===== config.mk =====
export PLATFORM = sky130hd
export DESIGN_NAME = clock_div_ctrl
export DESIGN_NICKNAME = d
export VERILOG_FILES = /design/src/rtl/clock_div_ctrl.sv
export SDC_FILE = /design/constraint.sdc
export NUM_CORES = 1
export LEC_CHECK = 0
export CAP_MARGIN = 5
export CORE_MARGIN = 5
export CORE_UTILIZATION = 29
export CTS_CLUSTER_SIZE = 16
export DETAILED_ROUTE_END_ITERATION = 10
export GPL_TIMING_DRIVEN = 0
export HOLD_SLACK_MARGIN = 0.05
export PLACE_DENSITY = 0.49
export SYNTH_ARGS = -nofsm -noshare
export SYNTH_HDL_FRONTEND = slang
export SYNTH_SLANG_ARGS = --single-unit

===== constraint.sdc =====
create_clock -name clock -period 4.4 [get_ports clock]
set_clock_uncertainty 0.2 [all_clocks]
set_input_delay 0.66 -clock clock [delete_from_list [all_inputs] [get_ports clock]]
set_output_delay 0.66 -clock clock [all_outputs]
set_load 0.005 [all_outputs]

===== src/rtl/clock_div_ctrl.sv =====
// ---------------------------------------------------------------------------
// clock_div_ctrl
//
// Programmable clock-enable divider with graceful stop and glitch-free
// ratio reload. A 4-bit counter runs from 0 to ratio_q-1 while the block is
// busy. Each terminal count (TC) produces a one-cycle registered tick, and
// each tick advances an 8-bit period counter. A ratio load that arrives
// while the block is running is held in a pending register. It is applied
// only on a TC edge, so a period is never cut short or extended.
//
// Build option:
//   CLK_DIV_DUTY50_EN - if defined, clk_div is a ~50% duty square wave that
//                       is high while cnt < (ratio_q+1)/2. If undefined,
//                       clk_div is identical to tick.
//
// Ports:
//   clock      in   system clock; all state updates on the rising edge
//   rst_n      in   synchronous active-low reset
//   start      in   level-sampled run request (ignored while stop=1)
//   stop       in   level-sampled stop request; stops at the end of the period
//   div_val    in   [3:0] requested ratio N (0 and 1 are clamped to 2)
//   div_load   in   ratio load strobe, sampled together with div_val
//   div_ack    out  one-cycle pulse: the newly loaded ratio is now active
//   tick       out  registered one-cycle pulse, once per period
//   clk_div    out  registered divided clock level
//   busy       out  high whenever the state is not IDLE
//   period_cnt out  [7:0] completed-period count; wraps, cleared only by reset
//   dbg_state  out  [1:0] FSM state (0 IDLE, 1 RUN, 2 STOPPING)
//
// Handshake: div_load is a single-cycle request with no back-pressure. The
// block always accepts it. div_ack fires exactly once, when the last
// requested value takes effect.
// ---------------------------------------------------------------------------
module clock_div_ctrl (
    input  logic       clock,
    input  logic       rst_n,
    input  logic       start,
    input  logic       stop,
    input  logic [3:0] div_val,
    input  logic       div_load,
    output logic       div_ack,
    output logic       tick,
    output logic       clk_div,
    output logic       busy,
    output logic [7:0] period_cnt,
    output logic [1:0] dbg_state
);

    typedef enum logic [1:0] {
        S_IDLE     = 2'd0,
        S_RUN      = 2'd1,
        S_STOPPING = 2'd2
    } state_t;

    state_t      r_state;
    state_t      w_next_state;
    logic [3:0]  r_cnt;
    logic [3:0]  r_ratio;
    logic        r_pend_v;
    logic [3:0]  r_pend_val;
    logic        r_tick;
    logic        r_ack;
    logic [7:0]  r_period;

    logic        w_busy;
    logic        w_tc;
    logic [3:0]  w_load_val;
    logic [3:0]  w_next_cnt;
    logic [3:0]  w_next_ratio;
    logic        w_next_pend_v;
    logic [3:0]  w_next_pend_val;
    logic        w_next_ack;

    assign w_busy     = (r_state != S_IDLE);
    assign w_tc       = w_busy && (r_cnt == (r_ratio - 4'd1));
    assign w_load_val = (div_val < 4'd2) ? 4'd2 : div_val;

    // Next-state logic.
    // In STOPPING, a fresh start request wins over the TC edge, so the
    // divider keeps running without a gap.
    always_comb begin
        w_next_state = r_state;
        case (r_state)
            S_IDLE:     if (start && !stop) w_next_state = S_RUN;
            S_RUN:      if (stop)           w_next_state = S_STOPPING;
            S_STOPPING: begin
                if (start && !stop) w_next_state = S_RUN;
                else if (w_tc)      w_next_state = S_IDLE;
            end
            default:    w_next_state = S_IDLE;
        endcase
    end

    // Datapath next values: counter, ratio and pending-load bookkeeping.
    always_comb begin
        w_next_cnt      = 4'd0;
        w_next_ratio    = r_ratio;
        w_next_pend_v   = r_pend_v;
        w_next_pend_val = r_pend_val;
        w_next_ack      = 1'b0;

        if (w_busy && !w_tc && (w_next_state != S_IDLE))
            w_next_cnt = r_cnt + 4'd1;

        if (!w_busy) begin
            // A load that landed on the final TC edge of STOPPING is left
            // pending. It is flushed here unless a newer load supersedes it.
            if (div_load) begin
                w_next_ratio  = w_load_val;
                w_next_ack    = 1'b1;
                w_next_pend_v = 1'b0;
            end else if (r_pend_v) begin
                w_next_ratio  = r_pend_val;
                w_next_ack    = 1'b1;
                w_next_pend_v = 1'b0;
            end
        end else begin
            if (w_tc && r_pend_v) begin
                w_next_ratio  = r_pend_val;
                w_next_ack    = 1'b1;
                w_next_pend_v = 1'b0;
            end
            // Evaluated after the apply step, so a load on a TC edge is
            // queued for the following period.
            if (div_load) begin
                w_next_pend_v   = 1'b1;
                w_next_pend_val = w_load_val;
            end
        end
    end

    always_ff @(posedge clock) begin
        if (!rst_n) begin
            r_state <= S_IDLE;
        end else begin
            r_state <= w_next_state;
        end
    end

    always_ff @(posedge clock) begin
        if (!rst_n) begin
            r_cnt      <= 4'd0;
            r_ratio    <= 4'd7;
            r_pend_v   <= 1'b0;
            r_pend_val <= 4'd0;
            r_tick     <= 1'b0;
            r_ack      <= 1'b0;
            r_period   <= 8'd0;
        end else begin
            r_cnt      <= w_next_cnt;
            r_ratio    <= w_next_ratio;
            r_pend_v   <= w_next_pend_v;
            r_pend_val <= w_next_pend_val;
            r_tick     <= w_tc;
            r_ack      <= w_next_ack;
            if (w_tc) r_period <= r_period + 8'd1;
        end
    end

`ifdef CLK_DIV_DUTY50_EN
    logic       r_clk_div;
    logic [4:0] w_half;

    // The high phase is computed from next-cycle values, so the output
    // stays registered and aligned with cnt.
    assign w_half = ({1'b0, w_next_ratio} + 5'd1) >> 1;

    always_ff @(posedge clock) begin
        if (!rst_n) begin
            r_clk_div <= 1'b0;
        end else begin
            r_clk_div <= (w_next_state != S_IDLE) && ({1'b0, w_next_cnt} < w_half);
        end
    end

    assign clk_div = r_clk_div;
`else
    assign clk_div = r_tick;
`endif

    assign div_ack    = r_ack;
    assign tick       = r_tick;
    assign busy       = w_busy;
    assign period_cnt = r_period;
    assign dbg_state  = r_state;

endmodule


# After elaboration in Yosys (flattened, before gate mapping)
# Cells that the tools add are included.
# op_classes
mux	16
magnitude_cmp	1
n_reduce_logical	16
eq_ne	4
n_addsub	3
# op_table
operator	n
$mux W4	5
$add A8 B1 Y8 const B	1
$mux W2	4
$reduce_and A2 Y1	4
$mux W1	6
$pmux W2 S3	1
$reduce_bool A2 Y1	3
$logic_and A1 B1 Y1	5
$add A4 B1 Y4 const B	1
$eq A4 B4 Y1	1
$lt A4 B2 Y1 const B	1
$sub A4 B1 Y4 const B	1
$reduce_bool A3 Y1	1
$eq A2 B1 Y1 const B	1
$eq A2 B2 Y1 const B	1
$logic_not A1 Y1	2
$logic_not A2 Y1	1
$ne A2 B1 Y1 const B	1
# totals
word_cells	48
register_bits	25

# Depth between registers and ports, before layout
# Gate-level depths: netlist (run 1).
# logic_depth
ltp_word	9
depth_mapped	8
depth_no_buf	7

# Worst setup path before layout (run 1)
# Ideal clock, no wire load.
# synth_path
path_kind	reg2reg
start	register r_ratio[0]
end	register r_period[7], in the netlist period_cnt[7]
arrival_time_ps	1955
setup_time_ps	118
t_required_ps	4082
stages_incl_launch_ff	9
synth_period_minus_slack_ps	2273
setup_slack_ps	2127
path_cell_list	dfxtp_1 > inv_1 > ha_1 > xnor3_1 > nand3_2 > or2_1 > buf_6 > or4_4 > mux2i_1
# synth_via
elab_chain_len	3
# synth_lines
item	line_no	rtl
start: declaration	58	logic [3:0] r_ratio;
start signal: assignment	151	r_ratio <= w_next_ratio;
$sub A4 B1 Y4	75	assign w_tc = w_busy && (r_cnt == (r_ratio - 4'd1));
$eq A4 B4 Y1	75	
$logic_and A1 B1 Y1	75	
end signal: assignment	156	if (w_tc) r_period <= r_period + 8'd1;
end: declaration	63	logic [7:0] r_period;
# Every way passes these cells.
# A chain may end at the register's enable or synchronous reset.

# Worst setup path after layout (run 1)
# layout_path
start	register r_state[1], in the netlist dbg_state[1]
end	output busy
# layout_via
elab_chain_len	1
# layout_lines
item	line_no	rtl
start: declaration	55	state_t r_state;
start signal: assignment	136	r_state <= w_next_state;
$reduce_bool A2 Y1	74	assign w_busy = (r_state != S_IDLE);
end: declaration	44	output logic busy,
# Every way passes these cells.

==> out/qor.csv, run 1 <==
metric;value;unit
status;finished, final reports clean;
setup slack after layout;1510;ps
Worst-Skew Late Latency;270;ps
H-tree depth;1;
Max Cap Violations;0;
max-slew headroom at the worst pin;61.3;%
Max Freq;346;MHz
reg2reg start;r_ratio[0];
Final Hold Viols;0;
largest net degree at the start of global routing;14;
ant diodes;0;
clock buffer count from CTS;3;
hold path start;period_cnt[7];
slowest stage delay, CP;510;ps
Critical Path, Cell by Cell;nor2_1 > inv_1 > clkbuf_1 > clkdlybuf4s50_1;
Die X;76.4;um
asr flop ratio synth;0;%
most area-hungry cell type in the Yosys netlist;dfxtp_1;
post-route non-filler standard cell count;226;
post-synthesis sequential area ratio;39.2;%
clk root buf;clkbuf_8;
Avg Cell Area, Syn;8.57;um2
Register Area;500;um2
fillcell total;457;
syn_nets;161;
synthesis warning total;0;
Final setup viols;0;
Crit Path Category;reg -> out;
WP data required;3540;ps
mapped cell area;0.00128;mm2
Nets;187;
Synth Flop Type;dfxtp_1;
reg-to-reg setup timing slack;1990;ps
CTS tree;built;
Placer Congestion;0.749;
Final Critical Period;2890;ps
Setup crit start;dbg_state[1];
core area;0.00432;mm2
die area;0.00583;mm2
Slowest cell on crit path;clkdlybuf4s50_1;
initial core utilization;29.5;%
Critical Path AT;2030;ps
first-pass GRT wire length;5020;um
# resized after CTS;0;
I/O Buffers;21;
Register-to-Register Path Depth;8;
Area Growth Syn to Fin;25.1;%
pre-CTS setup slack;1820;ps
Via density;4.92;
Power Density;274;mW/mm2
initial DRC count;106;
Cell variety after synth;39;
endpoint class of the critical path;primary output;
cts hold-fix bufs;0;
capturing point of the worst reg2reg path;period_cnt[7];
TritonCTS sink count;25;
layout cells sized above 1;4.60;%
TNS Setup;0;ps
worst ir drop on vdd;0.0894;mV
Hold Path End;period_cnt[7];
most frequent cells in the layout;25 x dfxtp_1, 21 x clkdlybuf4s50_1, 16 x nand2_1, 10 x nor2_1;
WL final;2920;um
most common cell after layout, fill and taps aside;dfxtp_1;
Cells after DPL;222;
vias in the first global route;1111;
share of the synthesized area in the top cell type;39.2;%
worst path bufs/invs;3;
crit path max fanout;10;
Synth area leaders;dfxtp_1 39%, mux2i_1 4.7%, nand2_1 4.7%;
worst min path class;reg -> reg;
number of enable flip-flop cells after synthesis;0;
critical path startpoint category;flop;
drt drc;0;
multi-input combinational cell area;706;um2
Crit path max-delay family;buffers and inverters;
remaining global-route overflow;0;
final antenna-violating net count;0;
flop and latch count out of synthesis;25;
vias;1113;
Slew @ Worst Pin;578;ps
Clock Pin Slew Worst Setup and Hold Paths;90;ps
# rows;24;
Post-CTS Setup Bufs;0;
worst hold slack;281;ps
Top-Level Pins;23;
Tcrit/Tclk final;65.7;%
Syn Inst Count;149;
HPWL after DPL;2220;um
initial antenna violation count;0;
First-pass DRT Iterations;4;
RSZ-0062 raised after global routing;false;
Overall Power;0.000437;W
Hold Crit Depth;2;
drt wl/cell;12.9;um
final slew viol count;0;
die height;76.4;um
Lkg Pwr;0.599;nW
GRT Overall Usage;10.2;%
Bufs on Longest Clock Path;2;
cell type report:
cell class	count	area share [%]
plain buffers	8	2.58
well taps	52	4.07
multi-input cells	108	44.2
clock buffers	4	2.82
flip-flops and latches	25	31.3
inverters	8	1.88
repair buffers	21	13.2
synthesized netlist by cell type, types with 4 or more instances:
| cell | instances |
|---|---|
| nand2b_1 | 5 |
| xnor2_1 | 4 |
| nand4_1 | 4 |
| mux2i_1 | 6 |
| nor2_1 | 10 |
| dfxtp_1 | 25 |
| nor3_1 | 8 |
| clkbuf_1 | 6 |
| inv_1 | 8 |
| a21oi_1 | 5 |
| nand3_1 | 7 |
| o21ai_0 | 5 |
| nand2_1 | 16 |
worst max-delay path by stage:
stage | endpoint | cells after the start
final | busy | 4
after floorplan | period_cnt[7] | 8
after global routing | busy | 4
after global placement | busy | 4
after detailed placement | busy | 4
after CTS | busy | 4
metrics by stage:
step,instance area [um2],utilization (%)
detailed placement,1550,35.9
floorplan,1280,-
global placement,1550,35.9
CTS,1600,37.0
global route,1600,37.0
finish,1600,37.0
logic make-up (layout without fill, tap and decap cells):
group	after synthesis	in the layout	share of synthesized area, %
DFF	25	25	39.2
AOI/OAI and AO/OA	26	26	13.9
xor gates and xnor gates	9	9	7.84
buffers and inverters	16	41	5.58
muxes	6	6	4.70
and+or+nand+nor	64	64	25.9
adders and majority gates	3	3	2.94
power by group:
part | internal (W) | switching (W) | leakage (nW)
Clock | 0.0000649 | 0.0000756 | 0.0228
Sequential | 0.000233 | 0.00000564 | 0.203
Combinational | 0.0000274 | 0.0000309 | 0.373
sequential cells by signal (all words and copies together) (netlist names):
signal and cells:
div_ack 1, dbg_state 2, r_pend_val 4, r_pend_v 1, period_cnt 8, clk_div 1
r_cnt 4, r_ratio 4
metal layers:
metal	GRT usage [%]	wire, um
met5	0	0
met4	3.85	43
met3	1.89	113
met2	16.6	1380
met1	13.4	1390
worst register-to-register path: cells and delay by family, from the launching register on:
kind                     cells  cell delay (ps)
buffers and inverters        2              240
flip-flops                   1              370
multiplexers                 1              130
AND/OR/NAND/NOR              3              870
XOR/XNOR                     1              290
adder cells (fa/ha/maj)      1              220
No activity file was read; power rests on OpenSTA's default activity.
==> run 2, diff against run 1 <==
--- a/config.mk
+++ b/config.mk
@@ -12,7 +12,7 @@
 export DETAILED_ROUTE_END_ITERATION = 10
 export GPL_TIMING_DRIVEN = 0
 export HOLD_SLACK_MARGIN = 0.05
-export PLACE_DENSITY = 0.49
+export PLACE_DENSITY = 0.51
 export SYNTH_ARGS = -nofsm -noshare
 export SYNTH_HDL_FRONTEND = slang
 export SYNTH_SLANG_ARGS = --single-unit
==> constraint.sdc (replaced) <==
create_clock -name clock -period 2.4 [get_ports clock]
set_clock_uncertainty 0.2 [all_clocks]
set_input_delay 0.36 -clock clock [delete_from_list [all_inputs] [get_ports clock]]
set_output_delay 0.36 -clock clock [all_outputs]
set_load 0.005 [all_outputs]
==> run 2 against run 1 <==
Hold slack lost 25 ps. Global-route usage up 0.30 points. Non-clock buffer count increased by 3. Power increased by 84%. Sequential power up 84%. Die area did not move. Cell area rose by 2.1%. Clock power increased by 81%. Core utilization is 0.78 points higher. Critical path depth up 4. Critical endpoint is now period_cnt[7]. Largest cell class unchanged.
==> out/qor.csv, run 2 (synthesis results as in run 1) <==
metric;value;unit
Max Freq;429;MHz
Nets;190;
initial DRC count;100;
CTS tree;built;
drt wl/cell;13.4;um
Via density;4.94;
cts hold-fix bufs;0;
Layout Utilization;37.7;%
ant diodes;0;
Placer Congestion;0.800;
Lkg Pwr;0.620;nW
most common cell after layout, fill and taps aside;dfxtp_1;
most frequent cells in the layout;24 x dfxtp_1, 21 x clkdlybuf4s50_1, 16 x nand2_1, 9 x nor2_1;
pre-CTS setup slack;-8.32;ps
setup slack after layout;69.8;ps
vias;1131;
slowest stage delay, CP;510;ps
Max Cap Violations;0;
Power Density;493;mW/mm2
remaining global-route overflow;0;
# rows;24;
worst ir drop on vdd;0.256;mV
first-pass GRT wire length;5080;um
crit path max fanout;10;
worst min path class;in -> reg;
fillcell total;473;
Final Hold Viols;0;
critical path startpoint category;flop;
Critical Path, Cell by Cell;inv_1 > ha_1 > xnor3_1 > nand3_2 > or2_1 > buf_6 > or4_4 > mux2i_1;
Final setup viols;0;
Area Growth Syn to Fin;27.7;%
Clock Pin Slew Worst Setup and Hold Paths;90;ps
clock buffer count from CTS;3;
final slew viol count;0;
layout cells sized above 1;8.47;%
largest net degree at the start of global routing;15;
die height;76.4;um
First-pass DRT Iterations;4;
Crit Path Category;reg -> reg;
WL final;3080;um
clk root buf;clkbuf_8;
vias in the first global route;1053;
WP data required;2370;ps
Slowest cell on crit path;or4_4;
Tcrit/Tclk final;97.1;%
Die X;76.4;um
final antenna-violating net count;0;
die area;0.00583;mm2
GRT Overall Usage;10.5;%
H-tree depth;1;
max-slew headroom at the worst pin;63.0;%
number of flip-flops in the largest register;8;
HPWL after DPL;2280;um
I/O Buffers;21;
status;finished, final reports clean;
drt drc;0;
core area;0.00432;mm2
Top-Level Pins;23;
Slew @ Worst Pin;551;ps
TNS Setup;0;ps
initial core utilization;29.5;%
Critical Path AT;2300;ps
endpoint class of the critical path;flop;
initial antenna violation count;0;
TritonCTS sink count;25;
Bufs on Longest Clock Path;2;
Worst-Skew Late Latency;270;ps
Final Critical Period;2330;ps
-- run 2: cell types whose count changed in the layout (fill, tap and decap cells not counted), sizes merged --
cell	previous run	this run
clkbuf	10	9
buf	2	5
clkinv	0	1
-- run 2: metal layers --
layer / vias to the layer above / part of all wire [%] / track usage (%) / routed length [um]
met5: - / 0 / 0 / 0
met4: 0 / 1.0 / 3.67 / 32
met3: 4 / 3.2 / 2.01 / 98
met2: 18 / 48 / 17.0 / 1480
met1: 530 / 48 / 14.0 / 1470
li1: 579 / - / - / -
-- run 2: final timing paths --
kind                            slack [ps]            end  cells past startpoint     startpoint
worst min register to register         280  r_pend_val[3]                      2  r_pend_val[3]
worst min-delay path                   260     r_ratio[2]                      2          rst_n
worst max register to register          70  period_cnt[7]                      8     r_ratio[0]
worst max-delay path                    70  period_cnt[7]                      8     r_ratio[0]
-- run 2: what timing repair did --
item	in CTS	in global routing
resized for setup	3	1
setup buffers	0	3
pin swaps	0	1
endpoints found under the setup margin	3	3
-- run 2: area by class of cell --
class / count / area (um2) / share of cell area, %
multi-input cells: 108 / 713 / 43.7
flip-flops and latches: 25 / 502 / 30.8
repair buffers: 24 / 233 / 14.3
well taps: 52 / 65.1 / 3.99
plain buffers: 8 / 42.5 / 2.61
clock buffers: 3 / 41.3 / 2.53
inverters: 8 / 30.0 / 1.84
clock inverters: 1 / 5.00 / 0.307
-- run 2: per-stage QoR --
| step | instance area [um2] | hold WS [ps] | cells | power, W |
|---|---|---|---|---|
| floorplan | 1280 | 236 | 149 | 0.000513 |
| global placement | 1550 | 256 | 222 | 0.000552 |
| detailed placement | 1550 | 269 | 222 | 0.000555 |
| CTS | 1600 | 250 | 226 | 0.000811 |
| global route | 1630 | 263 | 229 | 0.000844 |
| finish | 1630 | 256 | 229 | 0.000805 |
-- run 2: where the power goes --
| group | internal [W] | switching (W) |
|---|---|---|
| clock network | 0.000116 | 0.000137 |
| registers | 0.000427 | 0.0000121 |
| logic | 0.0000543 | 0.0000580 |
-- run 2: critical path: cells and delay by family, from the launching register on --
kind,cells,cell delay [ps]
xor gates and xnor gates,1,290
muxes,1,130
and+or+nand+nor,3,830
adders and majority gates,1,210
DFF,1,350
buffers and inverters,2,230
